[src/rtl/ysyx_24100012_partial_store.sv]
// ysyx_24100012_partial_store: turns one sb/sh/sw request into one or two word-aligned strobed write beats, then pulses a response
// Ports: clk/rst (async, active-high); req_valid/req_ready/func3/req_addr/req_data request side;
// mem_wvalid/mem_wready/mem_waddr/mem_wdata/mem_wmask write port; resp_valid/resp_err completion.
module ysyx_24100012_partial_store #(
    parameter int ADDR_WIDTH = 32,
    parameter int DATA_WIDTH = 32
) (
    input  logic                  clk,
    input  logic                  rst,
    input  logic                  req_valid,
    output logic                  req_ready,
    input  logic [2:0]            func3,
    input  logic [ADDR_WIDTH-1:0] req_addr,
    input  logic [DATA_WIDTH-1:0] req_data,
    output logic                  mem_wvalid,
    input  logic                  mem_wready,
    output logic [ADDR_WIDTH-1:0] mem_waddr,
    output logic [DATA_WIDTH-1:0] mem_wdata,
    output logic [3:0]            mem_wmask,
    output logic                  resp_valid,
    output logic                  resp_err
);
    typedef enum logic [1:0] {IDLE, BEAT0, BEAT1, RESP} state_t;
    state_t                state;
    logic [2:0]            f3;
    logic [ADDR_WIDTH-1:0] addr;
    logic [ADDR_WIDTH-1:0] base;
    logic [DATA_WIDTH-1:0] data;
    logic                  err;
    logic [7:0]            lm;
    logic [7:0]            m8;
    logic [4:0]            sh0;
    logic [5:0]            sh1;
    // m8[7:4] holds the lanes that spill into the next word
    always_comb begin
        lm   = f3 == 3'b000 ? 8'h01 : f3 == 3'b001 ? 8'h03 : 8'h0f;
        m8   = lm << addr[1:0];
        base = {addr[ADDR_WIDTH-1:2], 2'b00};
        sh0  = {addr[1:0], 3'b000};
        sh1  = 6'd32 - {1'b0, sh0};
    end
    // Beat 0 and the response are each presented one cycle after their state is entered;
    // beat 1 is loaded on the beat-0 handshake so the two beats run back to back.
    always_ff @(posedge clk or posedge rst) begin
        if (rst) begin
            state      <= IDLE;
            req_ready  <= 1'b0;
            f3         <= '0;
            addr       <= '0;
            data       <= '0;
            err        <= 1'b0;
            mem_wvalid <= 1'b0;
            mem_waddr  <= '0;
            mem_wdata  <= '0;
            mem_wmask  <= '0;
            resp_valid <= 1'b0;
            resp_err   <= 1'b0;
        end else begin
            case (state)
                IDLE: begin
                    if (req_valid && req_ready) begin
                        f3        <= func3;
                        addr      <= req_addr;
                        data      <= req_data;
                        err       <= func3 > 3'b010;
                        req_ready <= 1'b0;
                        state     <= func3 > 3'b010 ? RESP : BEAT0;
                    end else begin
                        req_ready <= 1'b1;
                    end
                end
                BEAT0: begin
                    if (!mem_wvalid) begin
                        mem_wvalid <= 1'b1;
                        mem_waddr  <= base;
                        mem_wmask  <= m8[3:0];
                        mem_wdata  <= data << sh0;
                    end else if (mem_wready) begin
                        if (|m8[7:4]) begin
                            state     <= BEAT1;
                            mem_waddr <= base + ADDR_WIDTH'(4);
                            mem_wmask <= m8[7:4];
                            mem_wdata <= data >> sh1;
                        end else begin
                            state      <= RESP;
                            mem_wvalid <= 1'b0;
                        end
                    end
                end
                BEAT1: begin
                    if (mem_wready) begin
                        state      <= RESP;
                        mem_wvalid <= 1'b0;
                    end
                end
                RESP: begin
                    if (!resp_valid) begin
                        resp_valid <= 1'b1;
                        resp_err   <= err;
                    end else begin
                        resp_valid <= 1'b0;
                        resp_err   <= 1'b0;
                        req_ready  <= 1'b1;
                        state      <= IDLE;
                    end
                end
            endcase
        end
    end
endmodule

[config.mk]
export PLATFORM = sky130hd
export DESIGN_NAME = ysyx_24100012_partial_store
export DESIGN_NICKNAME = d
export VERILOG_FILES = /design/src/rtl/ysyx_24100012_partial_store.sv
export SDC_FILE = /design/constraint.sdc
export NUM_CORES = 1
export LEC_CHECK = 0
export ABC_CLOCK_PERIOD_IN_PS = 4290
export CORE_UTILIZATION = 46
export DETAILED_ROUTE_END_ITERATION = 10
export PLACE_DENSITY = 0.84
export REMOVE_ABC_BUFFERS = 1
export SLEW_MARGIN = 20
export SYNTH_ARGS = -nofsm -noshare
export SYNTH_HDL_FRONTEND = slang
export SYNTH_SLANG_ARGS = --single-unit
[constraint.sdc]
create_clock -name clk -period 4.29 [get_ports clk]
set_clock_uncertainty 0.15 [all_clocks]
set_input_delay 0.429 -clock clk [delete_from_list [all_inputs] [get_ports clk]]
set_output_delay 0.429 -clock clk [all_outputs]
set_load 0.02 [all_outputs]
; After elaboration in Yosys (flattened, before gate mapping)
; Index checks and enable logic that the tools add are counted.
[word_totals]
register_bits = 142
in_bits = 71
word_cells = 69
[op_classes]
add_sub_neg = 2
magnitude_cmp = 1
eq_ne = 11
shifts = 3
n_mux = 29
reduce_logical = 11
[op_table]
columns = cell, count
row1 = 32-bit 2-to-1 mux, 6
row2 = 32-bit by 3-bit adder with 32-bit output (second input constant), 1
row3 = 32-bit by 5-bit << shifter with 32-bit output, 1
row4 = 32-bit by 6-bit right shift with 32-bit output, 1
row5 = 4-bit 2-to-1 mux, 5
row6 = 2-bit 2-to-1 mux, 6
row7 = 2-bit != test (second input constant), 5
row8 = 1-bit 2-to-1 mux, 9
row9 = 2-bit case mux with 4 select lines, 1
row10 = 4-bit by 2-bit << shifter with 8-bit output, 1
row11 = 2-bit AND reduction, 3
row12 = 6-bit by 5-bit subtractor with 6-bit output (first input constant), 1
row13 = 5-bit AND reduction, 1
row14 = 2-bit equality test (second input constant), 2
row15 = 2-bit by 1-bit != test with 1-bit output (second input constant), 2
row16 = 1-bit case mux with 2 select lines, 2
row17 = 2-bit nonzero test, 2
row18 = 4-bit OR reduction, 1
row19 = 3-bit by 1-bit equality test with 1-bit output (second input constant), 1
row20 = 3-bit by 2-bit greater-than comparator with 1-bit output (second input constant), 1
row21 = 3-bit zero test, 1
row22 = 3-bit AND reduction, 1
row23 = 2-bit by 1-bit equality test with 1-bit output (second input constant), 1
row24 = 2-bit zero test, 1
row25 = 1-bit logical AND, 1

; Depth between registers and ports, before layout
; Gate-level depths: netlist of run 1.
[logic_depth]
ltp_word = 9
depth_mapped = 10

; Worst setup path before layout of run 1
; No wires, ideal clock.
[synth_path]
kind = register to register
start = reg addr[0]
end = reg mem_wdata[8]
setup_ns = 0.082
t_arrival_ns = 2.206
required_time_ns = 4.058
slack_ns = 1.853
path_stages_with_launch = 11
path_buffers = 3
synth_period_minus_slack_ns = 2.437
cell_sequence = dfrtp_1 -> buf_2 -> inv_1 -> clkbuf_1 -> ha_1 -> nor3b_4 -> nor2_1 -> nor2_2 -> buf_2 -> a22oi_1 -> a31oi_1
[synth_via]
elab_chain_len = 5
word_cells_on_any_way = 10
cone_classes = 1 x add/sub / 1 x eq/ne / 3 x shift / 3 x mux / 2 x reduce/logical
[synth_lines]
columns = element, line_no
row1 = from (decl), 26  ; logic [ADDR_WIDTH-1:0] addr;
row2 = from (signal assigned), 63  ; addr <= req_addr;
row3 = 6-bit by 5-bit subtractor with 6-bit output, 40  ; sh1 = 6'd32 - {1'b0, sh0};
row4 = 32-bit by 6-bit right shift with 32-bit output, 83  ; mem_wdata <= data >> sh1;
row5 = 32-bit 2-to-1 mux, 79  ; if (|m8[7:4]) begin
row6 = 32-bit 2-to-1 mux, 78  ; end else if (mem_wready) begin
row7 = 32-bit 2-to-1 mux, 73  ; if (!mem_wvalid) begin
row8 = to (signal assigned), 77  ; mem_wdata <= data << sh0;
row9 = to (signal assigned), 83
row10 = to (decl), 18  ; output logic [DATA_WIDTH-1:0] mem_wdata,
; Several ways; a longest one is shown, not always the timed one. The select of a mux whose other input is x is not followed.
; A chain may end at the register's enable or synchronous reset.

; Final worst setup path of run 1
[layout_path]
start = reg mem_wvalid
end = reg mem_wdata[2]
[layout_via]
elab_chain_len = 2
word_cells_on_any_way = 4
cone_classes = 2 x eq/ne / 1 x mux / 1 x reduce/logical
[layout_lines]
columns = element, line_no
row1 = from (decl), 15  ; output logic mem_wvalid,
row2 = from (signal assigned), 52  ; mem_wvalid <= 1'b0;
row3 = from (signal assigned), 74  ; mem_wvalid <= 1'b1;
row4 = from (signal assigned), 86  ; mem_wvalid <= 1'b0;
row5 = 2-bit by 1-bit != test with 1-bit output (no line), -
row6 = 3-bit AND reduction (no line), -
; Several ways; a longest one is shown, not always the timed one.

==> results of run 1 <==
## through the flow
| step | hold slack, ns | TNS [ns] | std cells |
|---|---|---|---|
| floorplan | 0.2997 | -5.862 | 588 |
| global placement | 0.3101 | 0 | 915 |
| detailed placement | 0.3242 | 0 | 915 |
| CTS | 0.3374 | 0 | 945 |
| global route | 0.3505 | 0 | 945 |
| finish | 0.3297 | 0 | 945 |
## sequential cells by signal, indices dropped and copies added, names as in the netlist
register    count
addr           32
data           32
mem_wdata      32
mem_waddr      30
mem_wmask       4
f3              3
state           2
err             1
mem_wvalid      1
req_ready       1
resp_err        1
resp_valid      1
## routing by layer
layer	GRT usage, %	vias up
met4	9.940	0
met3	3.828	31
met2	38.23	218
li1	-	2481
met1	30.35	2710
met5	0	-
## tightest hold or removal path, stage by stage (launching register included)
cell,delay [ns]
sky130_fd_sc_hd__dfrtp_1,0.34
sky130_fd_sc_hd__nand2_1,0.05
sky130_fd_sc_hd__o21ai_0,0.06
## cells in the mapped netlist, types with 6 or more instances
library cell and instances:
sky130_fd_sc_hd__a21oi_1 6, sky130_fd_sc_hd__a222oi_1 8, sky130_fd_sc_hd__a22o_1 8, sky130_fd_sc_hd__a22oi_1 17
sky130_fd_sc_hd__a31oi_1 19, sky130_fd_sc_hd__and3_1 6, sky130_fd_sc_hd__buf_2 18, sky130_fd_sc_hd__clkbuf_1 19
sky130_fd_sc_hd__dfrtp_1 140, sky130_fd_sc_hd__ha_1 6, sky130_fd_sc_hd__inv_1 8, sky130_fd_sc_hd__mux2_2 77
sky130_fd_sc_hd__mux2i_1 8, sky130_fd_sc_hd__nand2_1 103, sky130_fd_sc_hd__nand3_1 10, sky130_fd_sc_hd__nand4_1 14
sky130_fd_sc_hd__nor2_1 25, sky130_fd_sc_hd__o21ai_0 57, sky130_fd_sc_hd__o21ai_1 10, sky130_fd_sc_hd__xor2_1 26
## power breakdown
part / switching (mW) / internal, mW / leakage [nW]
clock network: 0.532 / 0.922 / 0.291
registers: 0.647 / 1.99 / 1.70
logic: 1.82 / 1.64 / 1.66
## worst min-delay path by stage
stage                                  start                       end  slack (ns)
CTS                 mem_waddr[5]$_DFFE_PP0P_  mem_waddr[5]$_DFFE_PP0P_        0.34
global placement    mem_waddr[2]$_DFFE_PP0P_  mem_waddr[2]$_DFFE_PP0P_        0.31
floorplan                    err$_DFFE_PP0P_           err$_DFFE_PP0P_        0.30
detailed placement  mem_waddr[5]$_DFFE_PP0P_  mem_waddr[5]$_DFFE_PP0P_        0.32
global route        mem_waddr[5]$_DFFE_PP0P_  mem_waddr[5]$_DFFE_PP0P_        0.35
finish              mem_waddr[5]$_DFFE_PP0P_  mem_waddr[5]$_DFFE_PP0P_        0.33
## layout make-up
type / count / area [um2]
Inverter: 9 / 41.29
Timing Repair Buffer: 147 / 1454
Fill cell: 1143 / 5268
Multi-Input combinational cell: 439 / 3019
Clock buffer: 23 / 498.0
Clock inverter: 7 / 87.58
Sequential cell: 140 / 3503
Tap cell: 180 / 225.2
## cell families (layout without fill, tap and decap cells)
kind of cell / count (synthesis) / after routing
AND/OR/NAND/NOR: 179 / 179
flip-flops: 140 / 140
AO/OA/AOI/OAI: 138 / 138
multiplexers: 85 / 85
buffers and inverters: 53 / 186
XOR/XNOR: 29 / 29
adder cells (fa/ha/maj): 6 / 6
other: 1 / 2
==> Flow_metrics.wiki, run 1 <==
{| class="wikitable"
! Metric !! Value
|-
| Area share of and/or/nand/nor cells after synthesis || 12.48%
|-
| Synthesized-area fraction occupied by ao, oa, aoi and oai cells || 12.92%
|-
| Vias || 5440
|-
| Multiplexer share of the synthesized area || 14.03%
|-
| Pins over their slew limit || 0
|-
| Master of the slowest instance on the critical path || sky130_fd_sc_hd__dfrtp_1
|-
| Combinational family with the most area after synthesis || multiplexers
|-
| Tightest slew margin relative to the limit || 31.32%
|-
| Cell depth of the worst hold path || 2
|-
| Sequential area share after synthesis || 51.91%
|-
| Dpl ws || 1.344 ns
|-
| Worst setup slack after layout || 1.282 ns
|-
| Number of DRC markers in iteration 0 || 395
|-
| Average cell area after synthesis || 10.70 um2
|-
| Post-synthesis cell type count || 47
|-
| Async SR Flop Fraction || 100.0%
|-
| Vias per std cell || 5.757
|-
| Ranking of synthesized cells by area || sky130_fd_sc_hd__dfrtp_1 (52%), sky130_fd_sc_hd__mux2_2 (13%), sky130_fd_sc_hd__nand2_1 (5.7%)
|-
| Portion of the clock cycle consumed by the worst path in the final layout || 70.13%
|-
| Met2 wire len || 8358 um
|-
| Placement Rows || 43
|-
| Number of synthesized register bits || 140
|-
| Startpoint of the lowest-slack register-to-register path || mem_wvalid$_DFFE_PP0P_
|-
| Sum of met3 wire segment lengths after detailed routing || 896 um
|-
| GR Util All Layers || 23.24%
|-
| Die X || 123.1 um
|-
| Standard cell core area || 14100 um2
|-
| Number of buffers between clock root and the deepest sink || 2
|-
| WL met1 || 7232 um
|-
| Fin util || 62.63%
|-
| Number of DRC violations after detailed routing || 0
|-
| Mapped cell area || 6749 um2
|-
| Max Fanout on Critical Path || 38
|-
| Length in cells of the worst reg-to-reg path || 5
|-
| Cell area after placement || 8240 um2
|-
| Setup repair after global routing missed its margin || false
|-
| Initial standard-cell utilization of the core || 47.88%
|-
| Outcome || completed
|-
| Required time at the endpoint of the critical path || 4.42 ns
|-
| Worst setup path class || flop to flop
|-
| Signed area change from the synthesized netlist to the final layout || 30.81%
|-
| Count of input and output buffers || 140
|-
| Max Freq || 332.4 MHz
|-
| Arrival time worst endpoint || 3.13 ns
|-
| Dominant synthesized flop cell || sky130_fd_sc_hd__dfrtp_1
|-
| Stages on worst setup path || 5
|-
| Share of Yosys cell area claimed by the top area cell type || 51.91%
|-
| Worst Hold Class || flop to flop
|-
| EDFF count, synth || 0
|-
| Most frequent cells in the layout || sky130_fd_sc_hd__dfrtp_1 (140), sky130_fd_sc_hd__clkdlybuf4s50_1 (140), sky130_fd_sc_hd__nand2_1 (103)
|-
| Top metal layer carrying routed signals || met4
|-
| Max capacitance violation total || 0
|-
| Cells traversed along the worst timing path || inv_2, o21ai_0, a21o_2, buf_4, o21ai_0
|-
| Total die area || 15160 um2
|-
| Critical path's largest stage delay || 0.82 ns
|-
| Transition time at the pin with the least slew margin || 1.026 ns
|-
| CTS Root Buffer Type || sky130_fd_sc_hd__clkbuf_16
|-
| Startpoint kind of the worst setup timing path || flop
|-
| Worst setup slack for register-to-register paths || 1.28 ns
|-
| Total half-perimeter wirelength after legalization and detailed placement || 11380 um
|-
| Wire length of the first global-routing pass || 26910 um
|-
| Wirelength, routed || 16840 um
|-
| End of the worst register-to-register path || mem_wdata[2]$_DFFE_PP0P_
|-
| Wire length per cell after detailed routing || 17.81 um
|-
| Synthesized-area fraction occupied by adder cells || 1.112%
|-
| Final non-filler cell area || 8828 um2
|-
| Worst Setup End Kind || flop
|-
| Clock-pin slew of the registers on the worst-case setup and hold paths || 0.06 ns
|-
| Maximum number of pins on one net before global-route repair || 120
|-
| Count of buffering cells on the critical path with inverters included || 2
|-
| XOR/XNOR Fraction of Synth Area || 3.763%
|-
| Global-route congestion overflow total || 0
|-
| IO Count || 143
|-
| Number of nets in the layout || 831
|-
| Total power draw || 7.541 mW
|-
| Die height || 123.1 um
|-
| Vias in the first global route || 5401
|-
| Placer Congestion || 0.8775
|-
| Post-CTS setup repair buffer count || 0
|-
| CTS Buf Count || 17
|-
| Layout cell share with drive strength beyond 1 || 16.73%
|-
| Launching element of the worst setup path || mem_wvalid$_DFFE_PP0P_
|-
| Synth Instances || 631
|-
| First-pass DRT Iterations || 6
|-
| Final setup violation count || 0
|-
| P per Cell Area || 854.2 nW/um2
|-
| Cell repeated most along the worst path || sky130_fd_sc_hd__o21ai_0
|-
| Minimum clock period || 3.008 ns
|-
| H-tree depth || 4
|-
| Biggest area consumer among synthesized cells || sky130_fd_sc_hd__dfrtp_1
|-
| Largest delay contributor family on the critical path || compound AO/OA/AOI/OAI gates
|-
| Worst supply voltage drop on vdd || 0.4329 mV
|-
| Number of antenna violations at the first check in global routing || 0
|-
| Number of routed nets with antenna violations || 0
|-
| Final Hold Violating Endpoints || 0
|-
| Clk Latency, worst-skew pair || 0.42 ns
|-
| Antenna diode instance count || 0
|-
| Number of buffers added to fix hold violations after cts || 0
|-
| Clk sinks || 140
|-
| Static power due to leakage || 3.653 nW
|-
| Crit path to || mem_wdata[2]$_DFFE_PP0P_
|-
| Number of warnings printed during yosys synthesis || 0
|-
| Resize count post-CTS || 0
|-
| Clock tree from TritonCTS || yes
|}
No activity file was read; power rests on OpenSTA's default activity.
==> inputs of run 2 (changes only) <==
--- a/config.mk
+++ b/config.mk
@@ -5,7 +5,7 @@
 export SDC_FILE = /design/constraint.sdc
 export NUM_CORES = 1
 export LEC_CHECK = 0
-export ABC_CLOCK_PERIOD_IN_PS = 4290
+export ABC_CLOCK_PERIOD_IN_PS = 2700
 export CORE_UTILIZATION = 46
 export DETAILED_ROUTE_END_ITERATION = 10
 export PLACE_DENSITY = 0.84
==> constraint.sdc (replaced) <==
create_clock -name clk -period 2.7 [get_ports clk]
set_clock_uncertainty 0.15 [all_clocks]
set_input_delay 0.27 -clock clk [delete_from_list [all_inputs] [get_ports clk]]
set_output_delay 0.27 -clock clk [all_outputs]
set_load 0.02 [all_outputs]
==> run 2 against run 1 <==
Global-route usage up 1.1 points. Critical path depth up 2. Clock-buffer cell count up 2. Non-clock buffer count up 12. Sequential share of layout area down 0.47 points. Largest power group unchanged. Highest routed layer unchanged.
==> Flow_metrics.wiki, run 2 (same netlist as run 1, synthesis figures left out) <==
{| class="wikitable"
! Metric !! Value
|-
| Clk Latency, worst-skew pair || 0.41 ns (about the same)
|-
| Crit path to || mem_wdata[3]$_DFFE_PP0P_
|-
| Placement Rows || 43 (unchanged)
|-
| Clk sinks || 140 (unchanged)
|-
| Cells traversed along the worst timing path || inv_1, ha_1, nor3b_4, buf_4, and2_1, a222oi_1, o21ai_0
|-
| Wirelength, routed || 17340 um (+3.0%)
|-
| Worst setup slack for register-to-register paths || 0.48 ns (-0.80 ns)
|-
| Vias || 5504 (+1.2%)
|-
| Critical path's largest stage delay || 0.43 ns (-0.39 ns)
|-
| Portion of the clock cycle consumed by the worst path in the final layout || 82.12% (+12 points)
|-
| Worst Setup End Kind || flop
|-
| Worst Hold Class || input pin to asynchronous set/reset pin
|-
| Final Hold Violating Endpoints || 0 (unchanged)
|-
| Total power draw || 12.07 mW (+60%)
|-
| Met2 Resource Use GR || 39.63% (+1.4 points)
|-
| Number of buffers added to fix hold violations after cts || 0 (unchanged)
|-
| Startpoint of the lowest-slack register-to-register path || addr[0]$_DFFE_PP0P_
|-
| Number of nets in the layout || 843 (+1.4%)
|-
| Initial standard-cell utilization of the core || 47.88% (unchanged)
|-
| Max Fanout on Critical Path || 17 (-55%)
|-
| Worst supply voltage drop on vdd || 0.5749 mV (+33%)
|-
| Minimum clock period || 2.217 ns (-0.7910 ns)
|-
| Die height || 123.1 um (unchanged)
|-
| Dpl ws || 0.5277 ns (-0.8166 ns)
|-
| Number of antenna violations at the first check in global routing || 0 (unchanged)
|-
| WHS || 0.1431 ns (-0.1866 ns)
|-
| Max capacitance violation total || 0 (unchanged)
|-
| Wire length of the first global-routing pass || 27830 um (+3.4%)
|-
| Count of buffering cells on the critical path with inverters included || 2 (unchanged)
|-
| Number of DRC markers in iteration 0 || 432 (+9.4%)
|-
| Worst setup path class || flop to flop
|-
| Clock tree from TritonCTS || yes
|-
| Vias in the first global route || 5551 (+2.8%)
|-
| Layout cell share with drive strength beyond 1 || 17.44% (+0.71 points)
|-
| Required time at the endpoint of the critical path || 2.87 ns (-1.55 ns)
|-
| Placer Congestion || 0.8822 (+0.54%)
|-
| Launching element of the worst setup path || addr[0]$_DFFE_PP0P_
|-
| Worst setup slack after layout || 0.4826 ns (-0.7990 ns)
|-
| First-pass DRT Iterations || 5 (-1)
|-
| Number of routed nets with antenna violations || 0 (unchanged)
|-
| Pins over their slew limit || 0 (unchanged)
|-
| Die X || 123.1 um (unchanged)
|-
| Wire length per cell after detailed routing || 18.17 um (+2.0%)
|-
| Master of the slowest instance on the critical path || sky130_fd_sc_hd__and2_1
|-
| Regs by FF count || addr: 32 flops, data: 32 flops, mem_wdata: 32 flops
|-
| CTS Root Buffer Type || sky130_fd_sc_hd__clkbuf_16
|-
| Resize count post-CTS || 0 (unchanged)
|-
| Setup repair after global routing missed its margin || false
|-
| Transition time at the pin with the least slew margin || 0.5864 ns (-0.4401 ns)
|-
| Number of DRC violations after detailed routing || 0 (unchanged)
|-
| GR Util All Layers || 24.36% (+1.1 points)
|-
| IO Count || 143 (unchanged)
|-
| Clock-pin slew of the registers on the worst-case setup and hold paths || 0.06 ns (about the same)
|-
| End of the worst register-to-register path || mem_wdata[3]$_DFFE_PP0P_
|-
| H-tree depth || 4 (unchanged)
|-
| Total die area || 15160 um2 (unchanged)
|-
| Stages on worst setup path || 7 (+2)
|-
| Count of input and output buffers || 140 (unchanged)
|-
| GR met3 Demand/Resource || 5.351% (+1.5 points)
|-
| Length in cells of the worst reg-to-reg path || 7 (+2)
|-
| Startpoint kind of the worst setup timing path || flop
|-
| Maximum number of pins on one net before global-route repair || 71 (-41%)
|-
| Max Freq || 451.0 MHz (+36%)
|-
| Arrival time worst endpoint || 2.39 ns (-0.74 ns)
|-
| CTS Buf Count || 17 (unchanged)
|-
| Signed area change from the synthesized netlist to the final layout || 32.37%
|-
| Total half-perimeter wirelength after legalization and detailed placement || 11830 um (+4.0%)
|-
| P per Cell Area || 1351 nW/um2 (+58%)
|-
| Antenna diode instance count || 0 (unchanged)
|-
| Fin util || 63.38% (+0.75 points)
|-
| Static power due to leakage || 3.710 nW (+1.6%)
|-
| Number of buffers between clock root and the deepest sink || 2 (unchanged)
|-
| Routing usage on met1 || 30.89% (+0.54 points)
|-
| Post-CTS setup repair buffer count || 0 (unchanged)
|-
| Most Crowded Layer GR || met2
|-
| Largest delay contributor family on the critical path || simple AND/OR/NAND/NOR gates
|-
| Final setup violation count || 0 (unchanged)
|-
| Outcome || completed
|-
| Tightest slew margin relative to the limit || 60.61% (+29 points)
|-
| Vias per std cell || 5.769 (+0.22%)
|-
| Global-route congestion overflow total || 0 (unchanged)
|-
| Cell area after placement || 8393 um2 (+1.9%)
|-
| Standard cell core area || 14100 um2 (unchanged)
|-
| Most frequent cells in the layout || sky130_fd_sc_hd__dfrtp_1 (140), sky130_fd_sc_hd__clkdlybuf4s50_1 (140), sky130_fd_sc_hd__nand2_1 (103)
|-
| Final non-filler cell area || 8934 um2 (+1.2%)
|}
-- run 2: changes by cell type in the layout (fill, tap and decap cells not counted), sizes merged --
cell | before | now
clkinvlp | 1 | 0
bufinv | 2 | 1
buf | 7 | 19
clkinv | 4 | 1
clkbuf | 23 | 25
-- run 2: routing by layer --
| metal | part of all wire (%) | vias to the layer above |
|---|---|---|
| met5 | 0 | - |
| met4 | 2.4 | 0 |
| met3 | 6.4 | 35 |
| met2 | 50 | 239 |
| met1 | 42 | 2722 |
| li1 | - | 2508 |
-- run 2: through the flow --
step	TNS, ns	instances
2_1_floorplan	-276.28	588
3_3_place_gp	0	927
3_5_place_dp	0	927
4_1_cts	0	954
5_1_grt	0	954
6_report	0	954
-- run 2: cell type report --
cell class | count | area [um2]
fill | 1106 | 5162
sequential | 140 | 3503
multi-input combinational | 439 | 3019
timing repair buffer | 159 | 1607
clock buffer | 25 | 505.5
tap | 180 | 225.2
inverter | 9 | 38.79
clock inverter | 2 | 35.03
-- run 2: worst min-delay path by stage --
stage	start	to
global placement	mem_waddr[4]$_DFFE_PP0P_	mem_waddr[4]$_DFFE_PP0P_
finish	rst	mem_waddr[22]$_DFFE_PP0P_
floorplan	req_addr[3]	addr[3]$_DFFE_PP0P_
detailed placement	mem_waddr[25]$_DFFE_PP0P_	mem_waddr[25]$_DFFE_PP0P_
global route	rst	addr[11]$_DFFE_PP0P_
CTS	rst	mem_waddr[19]$_DFFE_PP0P_
-- run 2: power breakdown --
| group | total, mW | internal, mW | switching (mW) | leakage [nW] |
|---|---|---|---|---|
| registers | 4.14 | 3.16 | 0.984 | 1.70 |
| clock network | 2.15 | 1.36 | 0.793 | 0.267 |
| logic | 5.77 | 2.76 | 3.02 | 1.74 |
| total | 12.1 | 7.28 | 4.79 | 3.71 |
